<file path="config.mk">
export PLATFORM = sky130hd
export DESIGN_NAME = disp_arbiter
export DESIGN_NICKNAME = d
export VERILOG_FILES = /design/src/rtl/disp_pkg.sv /design/src/rtl/disp_prescaler.sv /design/src/rtl/disp_arbiter.sv
export SDC_FILE = /design/constraint.sdc
export NUM_CORES = 1
export LEC_CHECK = 0
export CAP_MARGIN = 15
export CORE_MARGIN = 2
export CORE_UTILIZATION = 52
export CTS_CLUSTER_SIZE = 10
export DETAILED_ROUTE_END_ITERATION = 8
export GPL_TIMING_DRIVEN = 0
export PLACE_DENSITY = 0.95
export SLEW_MARGIN = 20
export SYNTH_ARGS = -nofsm -noshare
export SYNTH_HDL_FRONTEND = slang
export SYNTH_SLANG_ARGS = --single-unit
</file>
<file path="constraint.sdc">
create_clock -name clk -period 5.61 [get_ports clk]
set_input_delay 1.122 -clock clk [delete_from_list [all_inputs] [get_ports clk]]
set_output_delay 1.122 -clock clk [all_outputs]
set_load 0.01 [all_outputs]
</file>
<file path="src/rtl/disp_pkg.sv">
`default_nettype none
// +----------------------------------------------------------------------------+
// | disp_pkg : shared types, constants and round-robin helper for disp blocks   |
// | Revision : 1.0                                                               |
// +----------------------------------------------------------------------------+
package disp_pkg;

   typedef enum logic [0:0] {
      ST_IDLE = 1'b0,
      ST_SHOW = 1'b1
   } disp_state_t;

   localparam int DISP_W         = 16;
   localparam int DEF_SCAN_DIV   = 50000;
   localparam int DEF_HOLD_TICKS = 1000;
   localparam int MAX_NREQ       = 8;

   // First set request strictly after ptr, wrapping mod nreq; ptr itself is the last candidate.
   function automatic logic [2:0] next_rr(input logic [MAX_NREQ-1:0] req,
                                          input logic [2:0]          ptr,
                                          input int                  nreq);
      logic [2:0] idx;
      logic       found;
      logic [3:0] c;
      idx   = ptr;
      found = 1'b0;
      for (int k = 1; k <= MAX_NREQ; k++) begin
         c = {1'b0, ptr} + 4'(k);
         if (c >= 4'(nreq)) c = c - 4'(nreq);
         if (!found && (k <= nreq) && req[c[2:0]]) begin
            idx   = c[2:0];
            found = 1'b1;
         end
      end
      return idx;
   endfunction

endpackage
`default_nettype wire

</file>
<file path="src/rtl/disp_prescaler.sv">
`default_nettype none
// +----------------------------------------------------------------------------+
// | disp_prescaler : free-running SCAN_DIV divider, 1-cycle tick per period      |
// | Revision : 1.0                                                               |
// +----------------------------------------------------------------------------+
module disp_prescaler #(
   parameter int SCAN_DIV = 50000
) (
   input  logic clk,
   input  logic rst,
   output logic tick
);

   localparam int PW = $clog2(SCAN_DIV);

   logic [PW-1:0] r_pcnt;
   logic          r_tick;
   logic          w_last;

   assign w_last = (r_pcnt == PW'(SCAN_DIV - 1));
   assign tick   = r_tick;

   always_ff @(posedge clk) begin
      if (rst) begin
         r_pcnt <= '0;
         r_tick <= 1'b0;
      end else begin
         r_tick <= w_last;
         r_pcnt <= w_last ? '0 : r_pcnt + PW'(1);
      end
   end

endmodule
`default_nettype wire

</file>
<file path="src/rtl/disp_arbiter.sv">
`default_nettype none
// +----------------------------------------------------------------------------+
// | disp_arbiter : round-robin owner of the 7-seg display with min hold time    |
// | Optional freeze input enabled by macro DISP_FREEZE_EN.  Revision : 1.0       |
// +----------------------------------------------------------------------------+
module disp_arbiter
   import disp_pkg::*;
#(
   parameter int NREQ       = 4,
   parameter int SCAN_DIV   = DEF_SCAN_DIV,
   parameter int HOLD_TICKS = DEF_HOLD_TICKS
) (
   input  logic                 clk,
   input  logic                 rst,
`ifdef DISP_FREEZE_EN
   input  logic                 freeze,
`endif
   input  logic [NREQ-1:0]      req,
   input  logic [DISP_W*NREQ-1:0] src_data,
   output logic [NREQ-1:0]      grant,
   output logic [2:0]           cur_src,
   output logic [DISP_W-1:0]    disp_data,
   output logic                 disp_vld,
   output logic                 scan_tick
);

   localparam int HW = $clog2(HOLD_TICKS + 1);

   disp_state_t         r_state, w_state_n;
   logic [2:0]          r_cur, w_cur_n;
   logic [2:0]          r_rr, w_rr_n;
   logic [NREQ-1:0]     r_grant, w_grant_n;
   logic [HW-1:0]       r_hold, w_hold_n;
   logic [DISP_W-1:0]   r_data, w_data_n;

   logic                w_freeze;
   logic                w_tick;
   logic [MAX_NREQ-1:0] w_req_ext;
   logic [2:0]          w_nxt_idle;
   logic [2:0]          w_nxt_show;
   logic                w_req_cur;
   logic                w_others;
   logic                w_hold_full;
   logic [DISP_W-1:0]   w_src_sel;

`ifdef DISP_FREEZE_EN
   assign w_freeze = freeze;
`else
   assign w_freeze = 1'b0;
`endif

   generate
      if (NREQ < MAX_NREQ) begin : g_req_pad
         assign w_req_ext = {{(MAX_NREQ - NREQ){1'b0}}, req};
      end else begin : g_req_full
         assign w_req_ext = req;
      end
   endgenerate

   disp_prescaler #(.SCAN_DIV(SCAN_DIV)) u_prescaler (
      .clk  (clk),
      .rst  (rst),
      .tick (w_tick)
   );

   assign w_nxt_idle  = next_rr(w_req_ext, r_rr, NREQ);
   assign w_nxt_show  = next_rr(w_req_ext, r_cur, NREQ);
   assign w_req_cur   = |(req & r_grant);
   assign w_others    = |(req & ~r_grant);
   assign w_hold_full = (r_hold == HW'(HOLD_TICKS));
   assign w_src_sel   = src_data[DISP_W*int'(r_cur) +: DISP_W];

   always_comb begin
      w_state_n = r_state;
      w_cur_n   = r_cur;
      w_rr_n    = r_rr;
      w_grant_n = r_grant;
      w_hold_n  = r_hold;
      w_data_n  = r_data;
      case (r_state)
         ST_IDLE: begin
            w_data_n = '0;
            if (|req) begin
               w_state_n = ST_SHOW;
               w_cur_n   = w_nxt_idle;
               w_rr_n    = w_nxt_idle;
               w_grant_n = NREQ'(1) << w_nxt_idle;
               w_hold_n  = '0;
            end
         end
         ST_SHOW: begin
            if (!w_freeze) begin
               w_data_n = w_src_sel;
               // Owner release (A) is checked before hold expiry (B).
               if (!w_req_cur && !w_others) begin
                  w_state_n = ST_IDLE;
                  w_cur_n   = '0;
                  w_grant_n = '0;
                  w_hold_n  = '0;
                  w_data_n  = '0;
               end else if (!w_req_cur || (w_hold_full && w_others)) begin
                  w_cur_n   = w_nxt_show;
                  w_rr_n    = w_nxt_show;
                  w_grant_n = NREQ'(1) << w_nxt_show;
                  w_hold_n  = '0;
               end else if (w_tick && !w_hold_full) begin
                  w_hold_n = r_hold + HW'(1);
               end
            end
         end
         default: w_state_n = ST_IDLE;
      endcase
   end

   always_ff @(posedge clk) begin
      if (rst) begin
         r_state <= ST_IDLE;
         r_cur   <= '0;
         r_rr    <= 3'(NREQ - 1);
         r_grant <= '0;
         r_hold  <= '0;
         r_data  <= '0;
      end else begin
         r_state <= w_state_n;
         r_cur   <= w_cur_n;
         r_rr    <= w_rr_n;
         r_grant <= w_grant_n;
         r_hold  <= w_hold_n;
         r_data  <= w_data_n;
      end
   end

   assign grant     = r_grant;
   assign cur_src   = r_cur;
   assign disp_data = r_data;
   assign disp_vld  = (r_state == ST_SHOW);
   assign scan_tick = w_tick;

endmodule
`default_nettype wire

</file>
; Word-level counts from Yosys, hierarchy flattened
; Index checks and enable logic that the tools add are counted.
[totals]
word_cells = 140
output_inout_bits = 25
register_bits = 54
inputBits = 70
[op_classes]
n_reduce_logical = 26
shifts = 3
eq_ne = 7
bitwise = 4
n_addsub = 18
magnitude_cmp = 16
muxes = 58
[op_table]
columns = cell, count
row1 = 64-bit by 8-bit variable part select with 16-bit output, 1
row2 = 3-bit two-way mux, 20
row3 = 10-bit two-way mux, 4
row4 = "4-bit by 3-bit greater-or-equal comparator with 1-bit output, second input constant", 8
row5 = "3-bit by 4-bit less-than comparator with 1-bit output, second input constant", 8
row6 = 16-bit case mux with 2 select lines, 1
row7 = 1-bit binary-select mux with 3-bit select, 8
row8 = "3-bit subtractor, second input constant", 8
row9 = 10-bit case mux with 2 select lines, 1
row10 = "16-bit by 1-bit adder with 16-bit output, second input constant", 1
row11 = "3-bit by 2-bit adder with 4-bit output, second input constant", 4
row12 = "16-bit == test, second input constant", 1
row13 = 1-bit two-way mux, 16
row14 = 16-bit two-way mux, 1
row15 = 4-bit two-way mux, 3
row16 = 3-bit case mux with 2 select lines, 2
row17 = 4-bit OR reduction, 3
row18 = "10-bit by 1-bit adder with 10-bit output, second input constant", 1
row19 = "10-bit == test, second input constant", 1
row20 = 1-bit logical AND, 9
row21 = 1-bit logical NOT, 9
row22 = "3-bit by 1-bit adder with 4-bit output, second input constant", 2
row23 = "3-bit by 3-bit adder with 4-bit output, second input constant", 2
row24 = 4-bit bitwise AND, 2
row25 = 13 further kinds, 16

; Longest topological paths before layout
; Gate-level depths: netlist (run 1).
[depth]
word_depth = 19
mapped_depth = 10
ltp_nobuf = 8

; Hierarchy
; From an unflattened synthesis (run 1), not the netlist that was laid out.
[unflattened]
cells_unflattened = 332
area_unflattened_um2 = 3226.8
[by_module_without_submodules]
columns = module, cells_each, instances, seq_area_each_um2, area_each_um2
row1 = disp_arbiter, 250, 1, 740.7, 2438.6
row2 = disp_prescaler, 82, 1, 340.3, 788.3

; Worst setup path after synthesis (run 1)
; No wires, ideal clock.
[synth_path]
path_kind = reg2reg
start = register r_cur[1], in the netlist cur_src[1]
end = register r_grant[0], in the netlist grant[0]
setup_ns = 0.073
t_required_ns = 5.537
synth_period_minus_slack_ns = 2.623
n_path_buf = 2
path_stages_with_launch = 11
slack_ns = 2.987
arrival_ns = 2.550
cell_sequence = dfxtp_1 > clkbuf_1 > inv_1 > ha_1 > buf_2 > mux2i_1 > a31oi_2 > a2111oi_4 > nor4b_4 > or3b_1 > o211ai_2
[synth_via]
elab_chain_cells = 19
word_cells_on_any_way = 41
cone_classes = add/sub (8) / order compare (4) / shift (1) / mux (22) / reduce/logical (6)
[synth_rtl]
columns = item, line_no
row1 = from (decl), disp_arbiter.sv:30  ; logic [2:0] r_cur, w_cur_n;
row2 = from (signal assigned), disp_arbiter.sv:125  ; r_cur <= w_cur_n;
row3 = 3-bit by 1-bit adder with 4-bit output, disp_pkg.sv:28  ; c = {1'b0, ptr} + 4'(k);
row4 = 4-bit by 3-bit greater-or-equal comparator with 1-bit output or 3-bit subtractor (tied branches), disp_pkg.sv:29  ; if (c >= 4'(nreq)) c = c - 4'(nreq);
row5 = 3-bit two-way mux, disp_pkg.sv:29
row6 = 1-bit binary-select mux with 3-bit select, disp_pkg.sv:30  ; if (!found && (k <= nreq) && req[c[2:0]]) begin
row7 = 1-bit two-way mux (not written as such), disp_pkg.sv:30
row8 = 1-bit two-way mux, disp_pkg.sv:30
row9 = 1-bit logical NOT, disp_pkg.sv:30
row10 = 1-bit logical AND, disp_pkg.sv:30
row11 = [3 not listed], -
row12 = 1-bit two-way mux, disp_pkg.sv:30
row13 = 1-bit logical NOT, disp_pkg.sv:30
row14 = 1-bit logical AND, disp_pkg.sv:30
row15 = 3-bit two-way mux (*), disp_pkg.sv:30
row16 = 1-bit by 3-bit << shifter with 4-bit output (*), disp_arbiter.sv:104  ; w_grant_n = NREQ'(1) << w_nxt_show;
row17 = 4-bit two-way mux (*), disp_arbiter.sv:101  ; end else if (!w_req_cur || (w_hold_full && w_others)) begin
row18 = 4-bit two-way mux (*), disp_arbiter.sv:95  ; if (!w_req_cur && !w_others) begin
row19 = 4-bit case mux with 2 select lines (*), disp_arbiter.sv:80  ; case (r_state)
row20 = to (signal assigned), disp_arbiter.sv:127  ; r_grant <= w_grant_n;
row21 = to (decl), disp_arbiter.sv:32  ; logic [NREQ-1:0] r_grant, w_grant_n;
; Mark *: on every way between the ends. The rest lies on a longest branch, timed or not. The select of a mux whose other input is x is not followed.
; A chain may end at the register's enable or synchronous reset.

; Final worst setup path (run 1)
[layout_path]
start = register r_cur[1], in the netlist cur_src[1]
end = register r_cur[0], in the netlist cur_src[0]
[layout_via]
elab_chain_cells = 18
word_cells_on_any_way = 40
cone_classes = add/sub (8) / order compare (4) / mux (22) / reduce/logical (6)
[layout_rtl]
columns = item, line_no
row1 = 3-bit by 1-bit adder with 4-bit output, disp_pkg.sv:28
row2 = 4-bit by 3-bit greater-or-equal comparator with 1-bit output or 3-bit subtractor (tied branches), disp_pkg.sv:29
row3 = 3-bit two-way mux, disp_pkg.sv:29
row4 = 1-bit binary-select mux with 3-bit select, disp_pkg.sv:30
row5 = 1-bit two-way mux (not written as such), disp_pkg.sv:30
row6 = 1-bit two-way mux, disp_pkg.sv:30
row7 = 1-bit logical NOT, disp_pkg.sv:30
row8 = 1-bit logical AND, disp_pkg.sv:30
row9 = [2 not listed], -
row10 = 1-bit logical AND, disp_pkg.sv:30
row11 = 1-bit two-way mux, disp_pkg.sv:30
row12 = 1-bit logical NOT, disp_pkg.sv:30
row13 = 1-bit logical AND, disp_pkg.sv:30
row14 = 3-bit two-way mux (*), disp_pkg.sv:30
row15 = 3-bit two-way mux (*), disp_arbiter.sv:101
row16 = 3-bit two-way mux (*), disp_arbiter.sv:95
row17 = 3-bit case mux with 2 select lines (*), disp_arbiter.sv:80
; Marks and branches as above.

==> flow_summary_export.csv, run 1 <==
group,metric,value,unit
critical_path,worst-setup-path-type,"register to register",
die,die_height,83.0,um
die,fp.dieW,83.0,um
yosys,yosysSeqAreaShare,33.3,%
critical_path,crit_chain,"clkbuf_1, inv_1, ha_1, buf_2, mux4_2, o21ai_0, nor2_1, o2bb2ai_1, mux2i_1, o32ai_1",
hold_path,hold_depth,1,
sta,max_slew_margin,52.1,%
placed_design,portBuffers,93,
sta,worst_pin_slew,0.713,ns
layout,drive_gt1_share,12.3,%
yosys,postSynthAreaPerCell,9.57,um^2
sta,setup_violations,0,
clock_network,post-cts-setup-buffer-count,0,
clock_network,cts.clk_slew.worst_paths,0.11,ns
global_route,top_usage_layer,"met2",
critical_path,cp_top_family,"compound AO/OA/AOI/OAI gates",
yosys,ys_warn_count,0,
pwr,p_leak,1.60,nW
global_route,grt_use_met2,50.3,%
clock_network,tritoncts,"yes",
hold_path,min_to,"u_prescaler.r_pcnt[0]",
critical_path,crit_path_end_kind,"register",
sta,fmax,0.315,GHz
pwr,vdd_drop_max,0.000276,V
placed_design,gp_congestion,0.928,
global_route,grt_pass1_vias,3130,
die,start_util,54.2,%
yosys,synth_common_cells,"dfxtp_1, nor2_1, nand2_1",
clock_network,post_cts_resized,0,
sta,min_period,3.17,ns
critical_path,crit_path_top_delay_cell,"dfxtp_1",
clock_network,cts.sinks,54,
yosys,synth_largest_area_cell,"dfxtp_1",
route,viasPerCell,6.02,
route,drt_iter0_drc,169,
clock_network,holdBufCountCts,0,
route,routedWlPerCell,18.0,um
layout,area_growth,34.6,%
global_route,grt_util_met3,5.77,%
hold_path,hold_start,"u_prescaler.r_pcnt[0]",
sta,fin_crit_sh,56.6,%
global_route,grt_overflow,0,
die,design.die.area,0.00689,mm^2
hold_path,hold_class,"register to register",
global_route,gr-usage-met1,30.8,%
layout,utilization,72.9,%
yosys,async_flop_share,0,%
critical_path,critical_path_buf_inv_count,3,
global_route,grt_pass1_wl,15.3,mm
global_route,grt_max_degree,20,
clock_network,clockBufferDepth,2,
route,drt_drc_violations_left,0,
yosys,postSynthNetCount,416,
run,drv_cap,0,
sta,rsz0062_at_grt,"no",
critical_path,crit_path_max_fanout,10,
yosys,syn_inst,339,
yosys,synthTopCellsByArea,"dfxtp_1, mux4_2, nor2_1",
critical_path,rr_endpoint,"cur_src[0]",
clock_network,cts_buffers,5,
yosys,synth_cell_types,62,
die,rows,28,
clock_network,clock_latency,0.32,ns
route,dr.pass1.iters,5,
die,ioPinCount,95,
global_route,antenna_found_initial,0,
route,postRouteAntennaNets,0,
critical_path,cp_slowest_stage_delay,0.52,ns
sta,tns,0,ns
yosys,ys_seq_elements,54,
critical_path,reg2reg_depth,10,
yosys,ys.flop_type,"dfxtp_1",
die,core,0.00599,mm^2
layout,final_nets,516,
sta,skew,0.00588,ns
yosys,synth_edf_count,0,
critical_path,r2r-start,"cur_src[1]",
placed_design,hpwl,7.19,mm
yosys,syn-cell-area,0.00325,mm^2
outcome,outcome,"finished, final reports clean",
layout,diodes,0,
clock_network,htreeDepth,2,
yosys,post-synth-top-count-cell,"dfxtp_1",
critical_path,cp.depth,10,
sta,hold_viol,0,
route,wl,9.28,mm
clock_network,cts_root_buffer,"clkbuf_8",
yosys,yosysTopAreaCellShare,33.3,%
global_route,grt_use_total,26.9,%
route,vias,3101,
critical_path,reg2reg_slack,2.44,ns
critical_path,critPathArrivalTime,3.40,ns
critical_path,cp.required,5.83,ns
sta,drv_slew,0,
critical_path,worstSetupStartpointType,"register",
pwr,power_density,345,mW/mm^2
-- layout by cell type, fill, tap and decap left out, types with 7 or more instances in the layout --
cell type,n
a21oi_1,12
and3_1,8
buf_2,7
clkdlybuf4s50_1,93
dfxtp_1,54
ha_1,7
inv_1,10
mux2i_1,7
mux4_2,19
nand2_1,20
nand2b_1,8
nand3_1,12
nor2_1,41
nor2b_1,18
o2111ai_1,7
o21ai_0,10
xor2_1,16
-- power breakdown --
| part | internal (mW) | total (mW) | switching (mW) |
|---|---|---|---|
| Clock | 0.0928 | 0.234 | 0.141 |
| Combinational | 0.402 | 0.797 | 0.395 |
| Sequential | 0.429 | 0.477 | 0.0486 |
| Total | 0.924 | 1.51 | 0.584 |
-- layer usage --
layer	vias up	wire length (um)
met4	0	229
met3	21	514
li1	1439	-
met1	1492	3750
met5	-	0
met2	149	4780
-- layout make-up --
| cell class | instances | area, um^2 |
|---|---|---|
| Multi-Input combinational cell | 256 | 2010 |
| Fill cell | 415 | 1620 |
| Clock buffer | 5 | 68.8 |
| Inverter | 10 | 37.5 |
| Clock inverter | 3 | 28.8 |
| Tap cell | 75 | 93.8 |
| Buffer | 19 | 118 |
| Timing Repair Buffer | 93 | 931 |
| Sequential cell | 54 | 1080 |
-- worst reg2reg max path: stages (launching register included) --
cell and delay, ns:
dfxtp_1 0.52, clkbuf_1 0.48, inv_1 0.14, ha_1 0.30
buf_2 0.20, mux4_2 0.34, o21ai_0 0.14, nor2_1 0.10
o2bb2ai_1 0.45, mux2i_1 0.17, o32ai_1 0.25
-- cell families (layout without fill, tap and decap cells) --
| family | after synthesis | in the layout | share of synthesized area [%] |
|---|---|---|---|
| flip-flops | 54 | 54 | 33.3 |
| AND/OR/NAND/NOR | 140 | 140 | 23.8 |
| AO/OA/AOI/OAI | 62 | 62 | 14.4 |
| XOR/XNOR | 21 | 21 | 5.67 |
| buffers and inverters | 29 | 130 | 4.78 |
| adder cells (fa/ha/maj) | 7 | 7 | 2.70 |
| multiplexers | 26 | 26 | 15.3 |
-- registers in the layout (all words and copies together) (netlist names) --
signal,count
cur_src,3
disp_data,16
disp_vld,1
grant,4
r_hold,10
r_rr,3
u_prescaler.r_pcnt,16
u_prescaler.tick,1
-- worst max path at each step --
| stage | start | to | slack, ns |
|---|---|---|---|
| after global routing | cur_src[1] | cur_src[0] | 2.23 |
| after detailed placement | req[0] | r_hold[6] | 2.19 |
| after global placement | req[0] | r_hold[7] | 2.25 |
| after CTS | cur_src[1] | cur_src[0] | 2.51 |
| final | cur_src[1] | cur_src[0] | 2.44 |
| after floorplan | cur_src[1] | grant[0] | 2.99 |
-- through the flow --
stage | power [mW] | hold slack [ns] | setup WS (ns) | instance area, um^2 | std cells
after floorplan | 1.02 | 0.413 | 2.99 | 3250 | 339
after global placement | 1.23 | 0.426 | 2.25 | 4270 | 507
after detailed placement | 1.26 | 0.439 | 2.19 | 4270 | 507
after CTS | 1.50 | 0.457 | 2.51 | 4370 | 515
after global routing | 1.59 | 0.494 | 2.23 | 4370 | 515
final | 1.51 | 0.455 | 2.44 | 4370 | 515
No activity file was read; power rests on OpenSTA's default activity.
==> inputs of run 2 (changes only) <==
--- a/config.mk
+++ b/config.mk
@@ -7,11 +7,11 @@
 export LEC_CHECK = 0
 export CAP_MARGIN = 15
 export CORE_MARGIN = 2
-export CORE_UTILIZATION = 52
+export CORE_UTILIZATION = 48
 export CTS_CLUSTER_SIZE = 10
 export DETAILED_ROUTE_END_ITERATION = 8
 export GPL_TIMING_DRIVEN = 0
-export PLACE_DENSITY = 0.95
+export PLACE_DENSITY = 0.91
 export SLEW_MARGIN = 20
 export SYNTH_ARGS = -nofsm -noshare
 export SYNTH_HDL_FRONTEND = slang
==> constraint.sdc (replaced) <==
create_clock -name clk -period 3.1 [get_ports clk]
set_input_delay 0.62 -clock clk [delete_from_list [all_inputs] [get_ports clk]]
set_output_delay 0.62 -clock clk [all_outputs]
set_load 0.01 [all_outputs]
==> flow_summary_export.csv, run 2 (synthesized netlist as in run 1, its figures left out) <==
group,metric,value,unit
global_route,grt_max_degree,18,
layout,diodes,0,
clock_network,post-cts-setup-buffer-count,0,
placed_design,gp_congestion,0.883,
layout,fillCellCount,512,
die,design.die.area,0.00744,mm^2
hold_path,hold_class,"register to register",
die,core,0.00646,mm^2
sta,drv_slew,0,
critical_path,crit_path_end_kind,"register",
pwr,p_leak,1.62,nW
clock_network,cts.sinks,54,
placed_design,placed_cell_area,0.00427,mm^2
clock_network,cts.clk_slew.worst_paths,0.10,ns
global_route,grt_pass1_vias,2947,
pwr,power_density,630,mW/mm^2
sta,tns,0,ns
route,drt_drc_violations_left,0,
global_route,antenna_found_initial,0,
route,dr.pass1.iters,4,
layout,design_area,0.00439,mm^2
sta,fmax,0.344,GHz
sta,min_period,2.91,ns
sta,fin_crit_sh,93.7,%
sta,setup_violations,0,
route,wl,8.38,mm
run,drv_cap,0,
critical_path,cp.required,3.32,ns
placed_design,portBuffers,93,
critical_path,crit_path_top_delay_cell,"dfxtp_1",
critical_path,reg2reg_depth,10,
critical_path,crit_chain,"clkbuf_2, inv_1, ha_1, buf_2, mux4_2, o21ai_0, nor2_1, o2bb2ai_1, mux2i_1, o32ai_1",
route,vias,2998,
pwr,vdd_drop_max,0.000435,V
layout,final_cell_mix,"clkdlybuf4s50_1, dfxtp_1, nor2_1",
layout,mostFrequentLayoutCell,"clkdlybuf4s50_1",
global_route,grt_overflow,0,
global_route,grt_use_total,22.6,%
clock_network,cts_root_buffer,"clkbuf_8",
layout,area_growth,35.4,%
critical_path,critPathArrivalTime,3.13,ns
die,rows,29,
layout,final_nets,516,
clock_network,tritoncts,"yes",
hold_path,hold_depth,1,
die,start_util,50.3,%
die,ioPinCount,95,
route,routedWlPerCell,16.2,um
sta,hold_viol,0,
route,drt_iter0_drc,98,
critical_path,worstSetupStartpointType,"register",
sta,worst_pin_slew,0.667,ns
sta,rsz0062_at_grt,"no",
critical_path,cp_slowest_stage_delay,0.51,ns
clock_network,htreeDepth,2,
sta,skew,0.00623,ns
critical_path,crit_path_max_fanout,10,
outcome,outcome,"finished, final reports clean",
sta,max_slew_margin,55.1,%
route,postRouteAntennaNets,0,
die,fp.dieW,86.2,um
clock_network,clock_latency,0.31,ns
route,viasPerCell,5.80,
placed_design,hpwl,6.49,mm
die,die_height,86.2,um
critical_path,worst-setup-path-type,"register to register",
clock_network,clockBufferDepth,2,
global_route,grt_pass1_wl,13.6,mm
clock_network,cts_buffers,5,
layout,drive_gt1_share,12.7,%
## run 2: changes by cell type in the layout (fill, tap and decap cells not counted)
cell       previous run  this run
a31oi_2               1         2
bufinv_16             0         1
clkbuf_2              0         1
clkinv_4              2         0
clkbuf_1              5         4
inv_6                 0         1
inv_8                 1         0
a31oi_1               1         0
clkinv_2              0         1
## run 2: per-layer routing
metal,GRT usage [%],part of all wire (%),vias up
met5,0,0,-
met4,8.66,2.4,0
met3,4.10,7.8,20
met2,40.2,49,134
met1,27.0,41,1401
li1,-,-,1443
## run 2: final timing paths
check | from | end | slack, ns
worst min-delay path | u_prescaler.r_pcnt[0] | u_prescaler.r_pcnt[0] | 0.46
worst min register to register | u_prescaler.r_pcnt[0] | u_prescaler.r_pcnt[0] | 0.46
worst max register to register | cur_src[1] | cur_src[0] | 0.19
worst max-delay path | cur_src[1] | cur_src[0] | 0.19
## run 2: critical path: cells and delay by family, from the launching register on
family | cells | cell delay [ns]
adder cells (fa/ha/maj) | 1 | 0.27
multiplexers | 2 | 0.50
AO/OA/AOI/OAI | 3 | 0.80
flip-flops | 1 | 0.51
AND/OR/NAND/NOR | 1 | 0.10
buffers and inverters | 3 | 0.62
## run 2: area by class of cell
class                      count  area [um^2]  share of cell area (%)
multi-input combinational    256         2020                    45.9
clock buffer                   5         68.8                    1.57
clock inverter                 3         43.8                   0.997
sequential                    54         1080                    24.6
timing repair buffer          93          931                    21.2
tap                           77         96.3                    2.19
inverter                      10         37.5                   0.854
buffer                        19          119                    2.71
## run 2: per-stage QoR
stage / hold WS [ns] / util, % / worst slack (ns) / std cells / total power, mW
after floorplan: 0.413 / - / 0.477 / 339 / 1.84
after global placement: 0.425 / 66.2 / 0.158 / 509 / 2.23
after detailed placement: 0.445 / 66.2 / 0.0411 / 509 / 2.28
after CTS: 0.460 / 67.9 / 0.0258 / 517 / 2.75
after global routing: 0.482 / 68.0 / 0.0132 / 517 / 2.93
final: 0.456 / 68.0 / 0.195 / 517 / 2.77
## run 2: report_power, final
part	internal, mW	leakage, nW	switching [mW]
Combinational	0.733	1.12	0.697
Sequential	0.776	0.440	0.0835
Clock	0.242	0.0585	0.235
Total	1.75	1.62	1.02
## run 2: timing repair
item,4_1_cts,5_1_grt
resized for setup,0,3
hold endpoints to repair,0,0
hold buffers,0,0
endpoints found under the setup margin,0,8
==> inputs of run 3 (changes only) <==
--- a/config.mk
+++ b/config.mk
@@ -8,10 +8,11 @@
 export CAP_MARGIN = 15
 export CORE_MARGIN = 2
 export CORE_UTILIZATION = 48
-export CTS_CLUSTER_SIZE = 10
+export CTS_CLUSTER_SIZE = 20
 export DETAILED_ROUTE_END_ITERATION = 8
 export GPL_TIMING_DRIVEN = 0
 export PLACE_DENSITY = 0.91
+export SKIP_CTS_REPAIR_TIMING = 1
 export SLEW_MARGIN = 20
 export SYNTH_ARGS = -nofsm -noshare
 export SYNTH_HDL_FRONTEND = slang
==> constraint.sdc (replaced) <==
create_clock -name clk -period 3 [get_ports clk]
set_input_delay 0.6 -clock clk [delete_from_list [all_inputs] [get_ports clk]]
set_output_delay 0.6 -clock clk [all_outputs]
set_load 0.01 [all_outputs]
==> flow_summary_export.csv, run 3 (synthesized netlist as in run 1, its figures left out) <==
group,metric,value,unit
hold_path,min_to,"u_prescaler.r_pcnt[0]",
route,drt_iter0_drc,102,
layout,area_growth,35.6,%
critical_path,crit_path_top_delay_cell,"dfxtp_1",
layout,final_nets,516,
run,drv_cap,0,
die,ioPinCount,95,
sta,whs,0.455,ns
route,viasPerCell,5.81,
layout,final_cell_mix,"clkdlybuf4s50_1, dfxtp_1, nor2_1",
pwr,p_leak,1.62,nW
critical_path,worst-setup-path-type,"register to register",
critical_path,cp_slowest_stage_delay,0.48,ns
clock_network,clock_latency,0.31,ns
global_route,grt_pass1_vias,2947,
sta,skew,0.00606,ns
critical_path,crit_path_end_kind,"register",
critical_path,critPathArrivalTime,3.08,ns
sta,drv_slew,0,
sta,setup_violations,0,
route,wl,8.38,mm
critical_path,crit_path_max_fanout,10,
critical_path,cp_top_family,"simple AND/OR/NAND/NOR gates",
critical_path,worstSetupStartpointType,"register",
die,design.die.area,0.00744,mm^2
sta,hold_viol,0,
sta,worst_pin_slew,0.669,ns
placed_design,portBuffers,93,
critical_path,reg2reg_slack,0.16,ns
global_route,grt_use_total,22.6,%
route,dr.pass1.iters,4,
sta,rsz0062_at_grt,"no",
global_route,grt_max_degree,18,
critical_path,rr_endpoint,"grant[0]",
die,core,0.00646,mm^2
die,rows,29,
sta,fmax,0.353,GHz
route,postRouteAntennaNets,0,
route,drt_drc_violations_left,0,
global_route,grt_pass1_wl,13.6,mm
hold_path,hold_start,"u_prescaler.r_pcnt[0]",
critical_path,r2r-start,"cur_src[0]",
pwr,power_density,653,mW/mm^2
placed_design,dpl_worst_slack,-0.0589,ns
sta,max_slew_margin,55.0,%
clock_network,cts.clk_slew.worst_paths,0.10,ns
sta,min_period,2.84,ns
hold_path,hold_class,"register to register",
sta,fin_crit_sh,94.5,%
clock_network,tritoncts,"yes",
critical_path,critical_path_buf_inv_count,3,
placed_design,gp_congestion,0.883,
global_route,antenna_found_initial,0,
clock_network,cts.sinks,54,
clock_network,htreeDepth,2,
critical_path,crit_chain,"buf_4, inv_1, ha_1, buf_2, mux2i_1, a31oi_2, a2111oi_4, nor4b_4, or3b_1, o211ai_2",
placed_design,dp_cells,509,
sta,tns,0,ns
pwr,p_total,2.88,mW
die,fp.dieW,86.2,um
pwr,vdd_drop_max,0.000455,V
global_route,grt_overflow,0,
die,start_util,50.3,%
clock_network,cts_root_buffer,"clkbuf_8",
critical_path,reg2reg_depth,10,
route,routedWlPerCell,16.2,um
layout,mostFrequentLayoutCell,"clkdlybuf4s50_1",
layout,diodes,0,
outcome,outcome,"finished, final reports clean",
layout,fin_cells,517,
clock_network,cts_buffers,5,
critical_path,cp.required,3.25,ns
placed_design,hpwl,6.49,mm
clock_network,clockBufferDepth,2,
sta,setup_ws,0.165,ns
hold_path,hold_depth,1,
route,vias,3005,
layout,drive_gt1_share,13.2,%
die,die_height,86.2,um
-- run 3: per-stage QoR --
step | utilization [%] | instance area [um^2]
2_1_floorplan | - | 3250
3_3_place_gp | 66.2 | 4270
3_5_place_dp | 66.2 | 4270
4_1_cts | 67.9 | 4390
5_1_grt | 68.1 | 4400
6_report | 68.1 | 4400
-- run 3: layout make-up --
class                   instances  area [um^2]
flip-flops and latches         54         1080
multi-input cells             256         2020
plain buffers                  19          119
clock inverters                 3         43.8
repair buffers                 93          931
fillers                       511         2060
well taps                      77         96.3
inverters                      10         37.5
clock buffers                   5         68.8
-- run 3: worst max-delay path by stage --
stage                           from          to  slack (ns)  depth (start not counted)
after floorplan           cur_src[1]    grant[0]        0.38                         10
after global placement    cur_src[1]  cur_src[1]        0.06                         10
after detailed placement  cur_src[1]  cur_src[1]       -0.06                         10
after CTS                 cur_src[1]    grant[0]       -0.07                         10
after global routing      cur_src[0]    grant[0]        0.02                         10
final                     cur_src[0]    grant[0]        0.16                         10
-- run 3: report_power, final --
part | switching, mW | total [mW] | internal (mW)
logic | 0.728 | 1.49 | 0.763
clock network | 0.244 | 0.494 | 0.250
registers | 0.0864 | 0.890 | 0.803
-- run 3: layer usage --
layer / routed length (um) / GRT usage (%) / share of wire, %
met3: 610 / 4.10 / 7.3
met2: 4100 / 40.2 / 49
met1: 3470 / 27.0 / 41
met5: 0 / 0 / 0
met4: 191 / 8.66 / 2.3
